===== src/rtl/hazard_unit_pkg.sv =====
// Shared types for the decode-stage hazard unit: RV32 opcodes, register and forwarding types,
// slot record and the per-source forwarding resolver.
package opcodes;
  localparam logic [6:0] OP_LUI    = 7'b0110111;
  localparam logic [6:0] OP_AUIPC  = 7'b0010111;
  localparam logic [6:0] OP_JAL    = 7'b1101111;
  localparam logic [6:0] OP_JALR   = 7'b1100111;
  localparam logic [6:0] OP_BRANCH = 7'b1100011;
  localparam logic [6:0] OP_LOAD   = 7'b0000011;
  localparam logic [6:0] OP_STORE  = 7'b0100011;
  localparam logic [6:0] OP_IMM    = 7'b0010011;
  localparam logic [6:0] OP_OP     = 7'b0110011;
endpackage

package rv32;
  typedef logic [31:0] inst_t;
  typedef logic [4:0]  addr_t;

  typedef enum logic [1:0] {
    RS_REG = 2'd0,
    RS_ALU = 2'd1,
    RS_EXE = 2'd2,
    RS_MEM = 2'd3
  } rs_t;

  typedef struct packed {
    logic  valid;
    addr_t rd;
    logic  load;
  } hazard_slot_t;
endpackage

package hazard_unit_pkg;
  import rv32::*;

  localparam int    DEPTH    = 3;
  localparam addr_t REG_ZERO = 5'd0;

  typedef struct packed {
    logic lock;
    rs_t  sel;
  } fwd_t;

  function automatic logic slot_hit(hazard_slot_t s, addr_t a);
    return s.valid && (s.rd == a);
  endfunction

  // Youngest producer wins; a load still in execute or memory cannot be forwarded yet.
  function automatic fwd_t resolve(logic used, addr_t a,
                                   hazard_slot_t s0, hazard_slot_t s1, hazard_slot_t s2);
    fwd_t f;
    f.lock = 1'b0;
    f.sel  = RS_REG;
    if (used && (a != REG_ZERO)) begin
      if (slot_hit(s0, a)) begin
        if (s0.load) f.lock = 1'b1;
        else         f.sel  = RS_ALU;
      end else if (slot_hit(s1, a)) begin
        if (s1.load) f.lock = 1'b1;
        else         f.sel  = RS_EXE;
      end else if (slot_hit(s2, a)) begin
        f.sel = RS_MEM;
      end
    end
    return f;
  endfunction
endpackage


===== src/rtl/hazard_unit_if.sv =====
// Decode-side handshake and forwarding-control bundle for hazard_unit.
// Optional HAZARD_STATS_EN adds the stall/forward counters.
interface hazard_unit_if;
  import rv32::*;

  inst_t id_ir;
  logic  id_valid;
  logic  id_fire;
  logic  advance;
  logic  flush;
  rs_t   rs1_sel;
  rs_t   rs2_sel;
  logic  lock;
`ifdef HAZARD_STATS_EN
  logic [31:0] stall_count;
  logic [31:0] forward_count;
`endif

  modport master (
    output id_ir, id_valid, id_fire, advance, flush,
`ifdef HAZARD_STATS_EN
    input  stall_count, forward_count,
`endif
    input  rs1_sel, rs2_sel, lock
  );

  modport slave (
    input  id_ir, id_valid, id_fire, advance, flush,
`ifdef HAZARD_STATS_EN
    output stall_count, forward_count,
`endif
    output rs1_sel, rs2_sel, lock
  );
endinterface


===== src/rtl/hazard_unit_inst_regs.sv =====
// Purpose: combinational register-usage decoder for one RV32 instruction.
// Latency: zero. Backpressure: none (pure function of the instruction word).
module inst_regs
  import rv32::*;
  import opcodes::*;
  import hazard_unit_pkg::*;
(
  input  inst_t ir,
  output addr_t rs1,
  output addr_t rs2,
  output addr_t rd,
  output logic  rs1_used,
  output logic  rs2_used,
  output logic  writes_rd,
  output logic  is_load
);
  logic wr_op;
  logic unused_funct;

  assign rs1 = ir[19:15];
  assign rs2 = ir[24:20];
  assign rd  = ir[11:7];
  assign unused_funct = ^{ir[31:25], ir[14:12]};

  always_comb begin
    rs1_used = 1'b0;
    rs2_used = 1'b0;
    wr_op    = 1'b0;
    is_load  = 1'b0;
    case (ir[6:0])
      OP_LUI, OP_AUIPC, OP_JAL: wr_op = 1'b1;
      OP_JALR, OP_IMM: begin
        rs1_used = 1'b1;
        wr_op    = 1'b1;
      end
      OP_LOAD: begin
        rs1_used = 1'b1;
        wr_op    = 1'b1;
        is_load  = 1'b1;
      end
      OP_OP: begin
        rs1_used = 1'b1;
        rs2_used = 1'b1;
        wr_op    = 1'b1;
      end
      OP_BRANCH, OP_STORE: begin
        rs1_used = 1'b1;
        rs2_used = 1'b1;
      end
      default: ;
    endcase
  end

  // x0 writes are architecturally discarded, so they never become producers.
  assign writes_rd = wr_op && (rd != REG_ZERO);
endmodule


===== src/rtl/hazard_unit.sv =====
// Purpose: tracks execute/memory/writeback destinations; drives rs1/rs2 forwarding selects and decode lock.
// Latency: selects and lock are same-cycle combinational; slot state updates one cycle later on advance.
// Backpressure: lock gates decode; slots hold while advance=0. Macro HAZARD_STATS_EN adds counters.
module hazard_unit
  import rv32::*;
  import hazard_unit_pkg::*;
(
  input  logic        clk,
  input  logic        reset,
  hazard_unit_if.slave bus
);
  hazard_slot_t slots [DEPTH];

  addr_t rs1_addr, rs2_addr, rd_addr;
  logic  rs1_used, rs2_used, writes_rd, is_load;
  fwd_t  f1, f2;

  inst_regs u_dec (
    .ir        (bus.id_ir),
    .rs1       (rs1_addr),
    .rs2       (rs2_addr),
    .rd        (rd_addr),
    .rs1_used  (rs1_used),
    .rs2_used  (rs2_used),
    .writes_rd (writes_rd),
    .is_load   (is_load)
  );

  assign f1 = resolve(rs1_used, rs1_addr, slots[0], slots[1], slots[2]);
  assign f2 = resolve(rs2_used, rs2_addr, slots[0], slots[1], slots[2]);

  assign bus.rs1_sel = f1.sel;
  assign bus.rs2_sel = f2.sel;
  assign bus.lock    = bus.id_valid & (f1.lock | f2.lock);

  // A flushed or stalled decode slot enters execute as a bubble.
  always_ff @(posedge clk) begin
    if (reset) begin
      for (int i = 0; i < DEPTH; i++) slots[i] <= '0;
    end else if (bus.advance) begin
      for (int i = DEPTH - 1; i > 0; i--) slots[i] <= slots[i-1];
      slots[0].valid <= bus.id_fire & writes_rd & ~bus.flush;
      slots[0].rd    <= rd_addr;
      slots[0].load  <= is_load;
    end
  end

`ifdef HAZARD_STATS_EN
  always_ff @(posedge clk) begin
    if (reset) begin
      bus.stall_count   <= '0;
      bus.forward_count <= '0;
    end else begin
      if (bus.lock && bus.advance)
        bus.stall_count <= bus.stall_count + 32'd1;
      if (bus.id_fire && ((f1.sel != RS_REG) || (f2.sel != RS_REG)))
        bus.forward_count <= bus.forward_count + 32'd1;
    end
  end
`endif
endmodule


===== src/flat_wrapper.sv =====
// flat-port wrapper written by rule: the top's interface ports become plain ports
module hazard_unit_flat import rv32::*; import hazard_unit_pkg::*;
  (clk, reset, bus_id_ir, bus_id_valid, bus_id_fire, bus_advance, bus_flush, bus_rs1_sel, bus_rs2_sel, bus_lock);
  hazard_unit_if bus_i ();
  input  logic clk;
  input  logic reset;
  input wire logic [$bits(bus_i.id_ir)-1:0] bus_id_ir;
  input wire logic [$bits(bus_i.id_valid)-1:0] bus_id_valid;
  input wire logic [$bits(bus_i.id_fire)-1:0] bus_id_fire;
  input wire logic [$bits(bus_i.advance)-1:0] bus_advance;
  input wire logic [$bits(bus_i.flush)-1:0] bus_flush;
  output wire logic [$bits(bus_i.rs1_sel)-1:0] bus_rs1_sel;
  output wire logic [$bits(bus_i.rs2_sel)-1:0] bus_rs2_sel;
  output wire logic [$bits(bus_i.lock)-1:0] bus_lock;
  assign bus_i.id_ir = bus_id_ir;
  assign bus_i.id_valid = bus_id_valid;
  assign bus_i.id_fire = bus_id_fire;
  assign bus_i.advance = bus_advance;
  assign bus_i.flush = bus_flush;
  assign bus_rs1_sel = bus_i.rs1_sel;
  assign bus_rs2_sel = bus_i.rs2_sel;
  assign bus_lock = bus_i.lock;
  hazard_unit u_core (.clk(clk), .reset(reset), .bus(bus_i));
endmodule

===== config.mk =====
export PLATFORM = sky130hd
export DESIGN_NAME = hazard_unit_flat
export DESIGN_NICKNAME = d
export VERILOG_FILES = /design/src/rtl/hazard_unit_pkg.sv /design/src/rtl/hazard_unit_if.sv /design/src/rtl/hazard_unit_inst_regs.sv /design/src/rtl/hazard_unit.sv /design/src/flat_wrapper.sv
export SDC_FILE = /design/constraint.sdc
export NUM_CORES = 1
export LEC_CHECK = 0
export CAP_MARGIN = 20
export CORE_MARGIN = 1.5
export CORE_UTILIZATION = 45
export DETAILED_ROUTE_END_ITERATION = 8
export PLACE_DENSITY = 0.79
export SLEW_MARGIN = 25
export SYNTH_ARGS = -nofsm -noshare
export SYNTH_HDL_FRONTEND = slang
export SYNTH_SLANG_ARGS = --single-unit

===== constraint.sdc =====
create_clock -name clk -period 2.3 [get_ports clk]
set_input_delay 0.46 -clock clk [delete_from_list [all_inputs] [get_ports clk]]
set_output_delay 0.46 -clock clk [all_outputs]
set_load 0.01 [all_outputs]

* Word level (Yosys, flattened, before mapping)
Memories as Yosys holds them, arrays and structs flattened.
Index checks and enable logic that the tools add are counted.
** Cells by class
- $lt $le $gt $ge :: 0
- Divide/modulo/power cells :: 0
- Bitwise gates (word level) :: 10
- Eq/ne operators :: 15
- Add/sub/neg operators :: 0
- Multiply operators :: 0
- Shift operators :: 0
- Reduce and logical (&&, ||, !) cells :: 15
- Multiplexer cells :: 28
** Operator list (count)
- $eq 5x5->1 :: 6
- $eq 7x6->1 const B :: 3
- $eq 7x7->1 const B :: 3
- $mux 1 :: 16
- $reduce_bool 5->1 :: 3
- $eq 7x5->1 const B :: 2
- $mux 7 :: 2
- $mux 3 :: 4
- $mux 2 :: 5
- $logic_and 1x1->1 :: 9
- $eq 7x2->1 const B :: 1
- $reduce_or 7->1 :: 1
- $or 1x1->1 :: 6
- $reduce_or 6->1 :: 1
- $mux 5 :: 1
- $and 1x1->1 :: 3
- $reduce_or 3->1 :: 1
- $not 1->1 :: 1
** Storage, ports and cells
- Latch bits :: 0
- Register bits :: 0
- Logic and storage cells :: 69
- Bits in writable memories :: 21
- Output and inout bits :: 5
- Memory bits (read-only) :: 0
- Memories :: 1
** Memories
- u_core.slots :: depth 3, bits a word 7, read ports 3, clocked after memory_dff 0, write ports 3, RTL line hazard_unit.sv:12 : hazard_slot_t slots [DEPTH];

* Logic depth before layout (Yosys ltp)
Gate-level depths: netlist of run 1.
An unclocked memory read counts as a cell.
- Word-level depth :: 9
- Gate-level depth with buffers :: 6

* Hierarchy
From an unflattened synthesis of run 1, not the netlist that was laid out.
** Unflattened totals
- Cells, all modules :: 140
- Area total of the unflattened synthesis :: 1446.4 um2
** By module, submodules not included
- hazard_unit :: cells an instance 110, times used 1, area each 1244.9 um2, sequential area each 600.6 um2
- inst_regs :: cells an instance 30, times used 1, area each 201.4 um2, sequential area each 0.0 um2

* Worst setup path before layout of run 1
Ideal clock, no wire load.
- Path kind :: in2out
- Start :: input bus_id_ir[23]
- End :: output bus_rs2_sel[1]
- Slack :: 182 ps
- Data arrival time :: 1658 ps
- Buffers on the path :: 0
- Cell stages on the path :: 4
- Required time :: 1840 ps
- Cell sequence :: xor2_1 > nor4_1 > mux2_2 > nor3_1
** Between the ends
- Longest elaborated chain between the ends :: 6
- Elaborated cells between the ends (all ways) :: 12
- Classes of those cells :: eq/ne (3); mux (4); reduce/logical (5)
** RTL lines
- from (decl) :: RTL line flat_wrapper.sv:7 : input wire logic [$bits(bus_i.id_ir)-1:0] bus_id_ir;
- $eq 5x5->1 :: RTL line hazard_unit_pkg.sv:45 : return s.valid && (s.rd == a);
- $logic_and 1x1->1 :: RTL line hazard_unit_pkg.sv:45
- $mux 2 :: RTL line hazard_unit_pkg.sv:61 : end else if (slot_hit(s2, a)) begin
- $mux 2 :: RTL line hazard_unit_pkg.sv:58 : end else if (slot_hit(s1, a)) begin
- $mux 3 :: RTL line hazard_unit_pkg.sv:55 : if (slot_hit(s0, a)) begin
- $mux 3 (*) :: RTL line hazard_unit_pkg.sv:54 : if (used && (a != REG_ZERO)) begin
- to (decl) :: RTL line flat_wrapper.sv:13 : output wire logic [$bits(bus_i.rs2_sel)-1:0] bus_rs2_sel;
Mark *: on every way between the ends. The rest lies on a longest branch, timed or not.

==> key figures, run 1 <==
Status
  • Status: finished, violations left
  • Failing checks: setup timing

Yosys
  • Register bit total from synthesis: 20
  • XOR/XNOR Fraction of Synth Area: 20.23%
  • Synth unique cells: 26
  • Synth Area in Adders: 0%
  • Syn Area/Cell: 10.56 sq um
  • Sequential area share after synthesis: 46.24%
  • Share of the synthesized area in the top cell type: 46.24%
  • Synth area leader: edfxtp_1
  • Synth top area cells: edfxtp_1 (46%), xor2_1 (15%), and2_1 (8.7%)
  • Mapped Cells: 123
  • Yosys warning count: 0
  • Main combinational cell family by area after synthesis: simple AND/OR/NAND/NOR gates
  • Synthesized cell area: 1299 sq um
  • Post-synthesis compound-gate area fraction: 4.143%
  • Syn nets: 161
  • Post-synthesis simple-gate area fraction: 26.78%
  • Post-synthesis mux area share: 1.734%

Pwr
  • Power after layout: 0.0008360 W
  • Clock power share: 20.4%
  • Peak supply drop: 416.3 uV
  • Sequential share of power: 53.5%
  • Combinational fraction of design power: 26.1%
  • Internal: 0.0006138 W
  • Sw Ratio: 26.59%
  • PD cells: 412.5 nW/um^2
  • Total net switching power: 0.0002223 W
  • Leakage power: 0.8284 nW

Place
  • Placer Congestion: 0.9096
  • Final HPWL DP: 2476 um
  • Post-placement cell area: 1883 sq um
  • Port bufs: 32

Route
  • Via count: 1165
  • Remaining DRCs: 0
  • DR pass1 iterations: 4
  • Vias/cell: 5.248
  • DRT iter0 DRCs: 21
  • Post-Route WL: 3392 um
  • ANT nets after route: 0
  • Avg WL per Cell: 15.28 um

Setup path
  • Setup crit start kind: flop
  • CP top delay family: simple AND/OR/NAND/NOR gates
  • Max FO, Critical Path: 4
  • Critical Setup Path Class: reg2out
  • Crit path DAT: 2.07 ns
  • CP required: 1.84 ns
  • Crit path largest cell delay: 0.44 ns
  • CP Buf/Inv Count: 2
  • Critical path, cell by cell: buf_6, xor2_2, nor4_2, and3_4, nand3b_1, a21oi_2, o21a_1, buf_2
  • Slowest CP cell: edfxtp_1
  • Critical Path End Type: output pin

Die
  • Initial Util: 47.10%
  • Die W: 56.72 um
  • Std-Cell Rows: 19
  • Top Ports: 43
  • Die area: 3217 sq um
  • Core Footprint: 2758 sq um
  • DIE HEIGHT: 56.72 um

Final layout
  • Fin area: 2027 sq um
  • Most flops, register: u_core.slots
  • Commonest non-fill, non-tap cells in the layout: buf_4 (29), edfxtp_1 (20), xor2_1 (19)
  • Nets: 231
  • Max FFs per register: 20
  • Area Growth Syn to Fin: 56.07%
  • Commonest non-fill, non-tap cell in the layout: buf_4
  • Biggest regs: u_core.slots (20)
  • # diodes: 0
  • Post-layout util: 73.50%
  • Layout cell share with drive strength beyond 1: 36.65%

Clock network
  • TritonCTS Buffers: 3
  • Clk slew on worst S/H paths: 0.11 ns
  • Num Clock Sinks: 20
  • CTS tree: yes
  • Maximum clock path buffer count: 2
  • Clk_lat worst skew: 0.30 ns
  • H-tree level count: 1
  • Root Buffer: clkbuf_4

STA
  • Hold Violations, Final: 0
  • Slew Limit Headroom: 66.85%
  • Clk_skew: 0.0009077 ns
  • Fin worst setup slack: -0.2307 ns
  • Fin crit share: 110.0%
  • Min Tclk post-route: 2.531 ns
  • Pins Over Slew Limit: 0
  • Unrepaired setup endpoints after global routing: yes
  • Max Clock Freq: 0.3951 GHz
  • Fin Hold WS: 0.6332 ns
  • Slew @ Worst Pin: 0.4973 ns
  • Final setup violating endpoints: 5

Global route
  • First-pass GRT wire length: 5382 um
  • GR Util All Layers: 21.74%
  • Initial antenna violation count: 0
  • Pin count of the biggest net entering global routing: 21
  • Global route overflow: 0
  • Vias in the first global route: 1198

Job
  • Max-cap viol count: 0

Min path
  • Worst hold path type: reg2reg
layout make-up:
class	count	area (sq um)
clock buffers	3	22.52
flip-flops and latches	20	600.6
well taps	31	38.79
repair buffers	67	575.6
inverters	1	3.754
multi-input cells	100	785.8
fillers	192	730.7
final timing paths:
| check | start | depth (start not counted) | end | slack, ns |
|---|---|---|---|---|
| setup / recovery | u_core.slots[0][5]$_SDFFCE_PN0P_ | 8 | bus_lock | -0.23 |
| hold / removal | u_core.slots[0][13]$_SDFFCE_PN0P_ | 1 | u_core.slots[0][20]$_SDFFCE_PN0P_ | 0.63 |
| setup reg to reg | u_core.slots[0][9]$_SDFFCE_PN0P_ | 2 | u_core.slots[0][16]$_SDFFCE_PN0P_ | 1.34 |
| hold reg to reg | u_core.slots[0][13]$_SDFFCE_PN0P_ | 1 | u_core.slots[0][20]$_SDFFCE_PN0P_ | 0.63 |
routing by layer:
metal | track usage [%] | share of wire (%) | wire length [um] | up-vias
li1 | - | - | - | 579
met1 | 26.17 | 44 | 1508 | 566
met2 | 40.53 | 53 | 1793 | 16
met3 | 2.765 | 1.8 | 61 | 4
met4 | 5.102 | 0.85 | 29 | 0
met5 | 0 | 0 | 0 | -
per-stage QoR:
step | TNS [ns] | instances | setup slack, ns
CTS | -1.029 | 222 | -0.2806
floorplan | 0 | 123 | 0.1822
finish | -0.8098 | 222 | -0.2307
global route | -1.323 | 222 | -0.3235
global placement | -4.311 | 215 | -0.9438
detailed placement | -4.315 | 215 | -0.8980
kinds of logic (layout without fill, tap and decap cells):
family,after synthesis,after routing
AOI/OAI and AO/OA,8,8
and+or+nand+nor,60,60
xor gates and xnor gates,30,30
muxes,2,2
buffers and inverters,3,71
DFF,20,20
power groups by stage:
stage | combinational (W) | sequential (W) | clock (W)
floorplan | 0.0000728 | 0.000453 | 0
global placement | 0.000184 | 0.000454 | 0
detailed placement | 0.000190 | 0.000456 | 0
CTS | 0.000203 | 0.000446 | 0.000172
global route | 0.000235 | 0.000450 | 0.000189
finish | 0.000218 | 0.000448 | 0.000170
Yosys cell counts (all sizes together):
cell type and instances:
nor4 7, clkbuf 2, a21oi 3, or4 3
o21a 2, inv 1, or2 1, a31oi 1
and3 2, xnor2 8, xor2 22, nand4 2
nor2b 2, nand3 4, mux2 2, and2 18
nand2 5, nand3b 2, nor3 6, o211ai 1
or3b 1, nor2 7, o21ai 1, edfxtp 20
timing repair:
| action | 4_1_cts | 5_1_grt |
|---|---|---|
| setup buffers | 4 | 1 |
| hold buffers | 0 | 0 |
| gates resized for setup | 52 | 19 |
| pin swaps | 16 | 9 |
| endpoints found under the setup margin | 5 | 5 |
(Power assumes the default switching activity.)
==> run 2: changes to the inputs <==
CORE_MARGIN = not set   (was 1.5)
==> key figures, run 2 (synthesis results as in run 1) <==
Status
  • Status: finished, violations left
  • Failing checks: setup timing

Final layout
  • Max FFs per register: 20
  • Most flops, register: u_core.slots
  • Commonest non-fill, non-tap cell in the layout: buf_4
  • # diodes: 0
  • Area Growth Syn to Fin: 49.90%
  • Biggest regs: u_core.slots (20)
  • Non-Filler Instances: 219
  • Layout cell share with drive strength beyond 1: 29.26%
  • Commonest non-fill, non-tap cells in the layout: buf_4 (28), xor2_1 (21), edfxtp_1 (20)
  • Post-layout util: 71.21%
  • Nets: 227
  • Fill cells: 188

STA
  • Fin crit share: 112.3%
  • Final setup violating endpoints: 5
  • Hold Violations, Final: 0
  • Unrepaired setup endpoints after global routing: yes
  • Max Clock Freq: 0.3873 GHz
  • Pins Over Slew Limit: 0
  • Min Tclk post-route: 2.582 ns
  • Slew @ Worst Pin: 0.4908 ns
  • Clk_skew: 0.002931 ns
  • Slew Limit Headroom: 67.28%
  • Fin worst setup slack: -0.2823 ns

Route
  • Via count: 1163
  • ANT nets after route: 0
  • Avg WL per Cell: 15.67 um
  • DRT iter0 DRCs: 34
  • Post-Route WL: 3432 um
  • DR pass1 iterations: 4
  • Vias/cell: 5.311
  • Remaining DRCs: 0

Global route
  • GR Util All Layers: 23.37%
  • Vias in the first global route: 1222
  • Pin count of the biggest net entering global routing: 21
  • First-pass GRT wire length: 5533 um
  • Initial antenna violation count: 0
  • Global route overflow: 0

Die
  • Std-Cell Rows: 19
  • Top Ports: 43
  • Die area: 3105 sq um
  • Core Footprint: 2734 sq um
  • DIE HEIGHT: 55.72 um
  • Initial Util: 47.51%
  • Die W: 55.72 um

Place
  • Dpl cells: 211
  • Placer Congestion: 0.8306
  • Port bufs: 32
  • Final HPWL DP: 2549 um

Job
  • Max-cap viol count: 0

Clock network
  • H-tree level count: 1
  • CTS tree: yes
  • Root Buffer: clkbuf_4
  • Clk_lat worst skew: 0.31 ns
  • Num Clock Sinks: 20
  • Maximum clock path buffer count: 2
  • Clk slew on worst S/H paths: 0.12 ns
  • TritonCTS Buffers: 3
  • Hold_buf cts: 0

Pwr
  • Total net switching power: 0.0002262 W
  • Internal: 0.0006069 W
  • Sw Ratio: 27.15%
  • Sequential share of power: 53.8%
  • Leakage power: 0.7926 nW
  • Power after layout: 0.0008331 W
  • Peak supply drop: 399.7 uV
  • PD cells: 427.9 nW/um^2
  • Combinational fraction of design power: 24.8%
  • Clock power share: 21.4%

Setup path
  • Critical Path End Type: output pin
  • Setup crit start kind: flop
  • CP required: 1.84 ns
  • Crit path DAT: 2.12 ns
  • Critical Setup Path Class: reg2out
  • Max FO, Critical Path: 3

Min path
  • Worst hold path type: reg2reg
==> run 2: path summary, 6_finish.rpt <==
| kind | start | end | slack, ns | depth (start not counted) |
|---|---|---|---|---|
| hold reg to reg | u_core.slots[0][13]$_SDFFCE_PN0P_ | u_core.slots[0][20]$_SDFFCE_PN0P_ | 0.63 | 1 |
| setup / recovery | u_core.slots[0][3]$_SDFFCE_PN0P_ | bus_lock | -0.28 | 8 |
| setup reg to reg | u_core.slots[0][4]$_SDFFCE_PN0P_ | u_core.slots[0][11]$_SDFFCE_PN0P_ | 1.31 | 2 |
| hold / removal | u_core.slots[0][13]$_SDFFCE_PN0P_ | u_core.slots[0][20]$_SDFFCE_PN0P_ | 0.63 | 1 |
==> run 2: power groups by stage <==
stage | clock (W) | combinational (W) | sequential (W)
after floorplan | 0 | 0.0000728 | 0.000453
after global placement | 0 | 0.000181 | 0.000455
after detailed placement | 0 | 0.000189 | 0.000457
after CTS | 0.000179 | 0.000194 | 0.000447
after global routing | 0.000198 | 0.000222 | 0.000450
final | 0.000178 | 0.000207 | 0.000448
==> run 2: worst max-delay path: stages (launching register included) <==
cell and delay (ns):
edfxtp_1 0.44, xor2_1 0.17, nor4_1 0.34, and3_4 0.26
buf_4 0.11, nand2_1 0.05, a21oi_1 0.15, o21a_1 0.16
buf_2 0.13
==> run 2: area by class of cell <==
| type | count | area, sq um | share of cell area (%) |
|---|---|---|---|
| clock buffers | 3 | 22.52 | 1.157 |
| multi-input cells | 100 | 743.2 | 38.17 |
| well taps | 31 | 38.79 | 1.992 |
| inverters | 1 | 3.754 | 0.1928 |
| clock inverters | 1 | 3.754 | 0.1928 |
| repair buffers | 63 | 534.3 | 27.44 |
| flip-flops and latches | 20 | 600.6 | 30.85 |
==> run 2: through the flow <==
stage	worst slack [ns]	hold WS [ns]	cell area [sq um]	setup TNS [ns]
floorplan	0.1822	0.5415	1299	0
global placement	-0.9323	0.5684	1853	-4.103
finish	-0.2823	0.6308	1947	-0.9470
CTS	-0.2798	0.6144	1901	-0.9673
global route	-0.4132	0.6268	1947	-1.468
detailed placement	-0.9850	0.5854	1853	-4.201
==> run 2: per-layer routing <==
metal	track usage (%)	wire length (um)	up-vias
li1	-	-	570
met3	6.279	109	6
met4	8.214	61	0
met1	26.20	1429	566
met5	0	0	-
met2	42.34	1832	21
==> run 2: what timing repair did <==
item	in CTS	in global routing
gates resized for setup	42	9
setup buffers	4	0
pin swaps	18	6
setup endpoints to repair	5	5
==> run 3: changes to the inputs <==
CORE_MARGIN = 2   (was not set)
==> key figures, run 3 (synthesis results as in run 1) <==
Clock network
  • H-tree level count: 1
  • TritonCTS Buffers: 3
  • CTS tree: yes
  • Num Clock Sinks: 20
  • Root Buffer: clkbuf_4
  • Clk_lat worst skew: 0.30 ns
  • Hold_buf cts: 0
  • Maximum clock path buffer count: 2
  • Clk slew on worst S/H paths: 0.12 ns

Place
  • Port bufs: 32
  • Final HPWL DP: 2432 um
  • Placer Congestion: 0.9076

Final layout
  • Fill cells: 182
  • Commonest non-fill, non-tap cells in the layout: buf_4 (36), xor2_1 (22), edfxtp_1 (20)
  • Biggest regs: u_core.slots (20)
  • Area Growth Syn to Fin: 55.30%
  • Max FFs per register: 20
  • Nets: 235
  • Most flops, register: u_core.slots
  • Commonest non-fill, non-tap cell in the layout: buf_4
  • # diodes: 0
  • Layout cell share with drive strength beyond 1: 32.65%

Pwr
  • Sequential share of power: 47.3%
  • Total net switching power: 0.0002222 W
  • Peak supply drop: 710.6 uV
  • Leakage power: 0.8505 nW
  • Internal: 0.0007245 W
  • PD cells: 469.4 nW/um^2
  • Sw Ratio: 23.47%
  • Clock power share: 30.5%
  • Power after layout: 0.0009467 W
  • Combinational fraction of design power: 22.2%

Route
  • Post-Route WL: 3329 um
  • DRT iter0 DRCs: 29
  • Vias/cell: 5.264
  • DR pass1 iterations: 4
  • ANT nets after route: 0
  • Via count: 1195
  • Remaining DRCs: 0
  • Avg WL per Cell: 14.67 um

Min path
  • Worst hold path type: reg2reg
  • Hold path depth: 1

STA
  • Max Clock Freq: 0.3752 GHz
  • Clk_skew: 0.003898 ns
  • Final setup violating endpoints: 5
  • Unrepaired setup endpoints after global routing: yes
  • Slew Limit Headroom: 68.23%
  • Slew @ Worst Pin: 0.4765 ns
  • Fin worst setup slack: -0.3652 ns
  • Min Tclk post-route: 2.665 ns
  • Fin Hold WS: 0.6059 ns
  • Fin crit share: 115.9%
  • Hold Violations, Final: 0
  • Pins Over Slew Limit: 0

Setup path
  • Crit path DAT: 2.21 ns
  • Setup crit start kind: flop
  • Critical Setup Path Class: reg2out
  • Max FO, Critical Path: 2
  • Critical Path End Type: output pin
  • Worst r2r path cells: 3
  • Worst reg2reg setup slack: 1.25 ns
  • CP required: 1.84 ns

Die
  • Die W: 57.72 um
  • Initial Util: 47.10%
  • Core Footprint: 2758 sq um
  • DIE HEIGHT: 57.72 um
  • Std-Cell Rows: 19
  • Top Ports: 43
  • Die area: 3332 sq um

Global route
  • First-pass GRT wire length: 5430 um
  • Initial antenna violation count: 0
  • Vias in the first global route: 1180
  • GR Util All Layers: 21.48%
  • Global route overflow: 0
  • Pin count of the biggest net entering global routing: 21

Status
  • Status: finished, violations left
  • Failing checks: setup timing

Job
  • Max-cap viol count: 0
## run 3: routing by layer
layer / global-route usage (%) / share of wire [%]
met5: 0 / 0
met4: 6.312 / 1.9
met3: 5.134 / 4.4
met2: 37.18 / 53
met1: 26.62 / 41
## run 3: critical path: stages (launching register included)
cell and delay (ns):
edfxtp_1 0.42, buf_4 0.16, xor2_1 0.14, nor4_1 0.32
and3_1 0.26, buf_4 0.13, nand3b_1 0.09, a21oi_1 0.07
o21a_1 0.18, buf_2 0.13
## run 3: final cells by class
| cell class | count | area [sq um] | share of cell area, % |
|---|---|---|---|
| clock buffers | 3 | 22.52 | 1.117 |
| clock inverters | 1 | 30.03 | 1.489 |
| inverters | 1 | 3.754 | 0.1861 |
| multi-input cells | 100 | 732.0 | 36.29 |
| flip-flops and latches | 20 | 600.6 | 29.78 |
| well taps | 31 | 38.79 | 1.923 |
| repair buffers | 71 | 589.3 | 29.22 |
## run 3: through the flow
step / cells / util, % / area, sq um / setup slack [ns] / TNS [ns]
5_1_grt: 227 / 73.14 / 2017 / -0.4771 / -1.870
3_5_place_dp: 213 / 67.74 / 1868 / -0.9642 / -4.375
3_3_place_gp: 213 / 67.74 / 1868 / -0.9450 / -4.292
2_1_floorplan: 123 / - / 1299 / 0.1822 / 0
6_report: 227 / 73.14 / 2017 / -0.3652 / -1.359
4_1_cts: 225 / 72.28 / 1993 / -0.3327 / -1.296
## run 3: repair_timing
item | in CTS | in global routing
pin swaps | 16 | 7
endpoints found under the setup margin | 5 | 5
gates resized for setup | 43 | 5
setup buffers | 8 | 2
## run 3: worst paths after layout
check,end,from
setup / recovery,bus_lock,u_core.slots[0][2]$_SDFFCE_PN0P_
setup reg to reg,u_core.slots[0][15]$_SDFFCE_PN0P_,u_core.slots[0][8]$_SDFFCE_PN0P_
hold reg to reg,u_core.slots[0][13]$_SDFFCE_PN0P_,u_core.slots[0][6]$_SDFFCE_PN0P_
hold / removal,u_core.slots[0][13]$_SDFFCE_PN0P_,u_core.slots[0][6]$_SDFFCE_PN0P_
## run 3: power by group through the flow
stage          sequential, W  combinational, W  clock (W)
2_1_floorplan       0.000453         0.0000728          0
3_3_place_gp        0.000455          0.000181          0
3_5_place_dp        0.000456          0.000186          0
4_1_cts             0.000447          0.000201   0.000291
5_1_grt             0.000450          0.000228   0.000311
6_report            0.000448          0.000210   0.000289
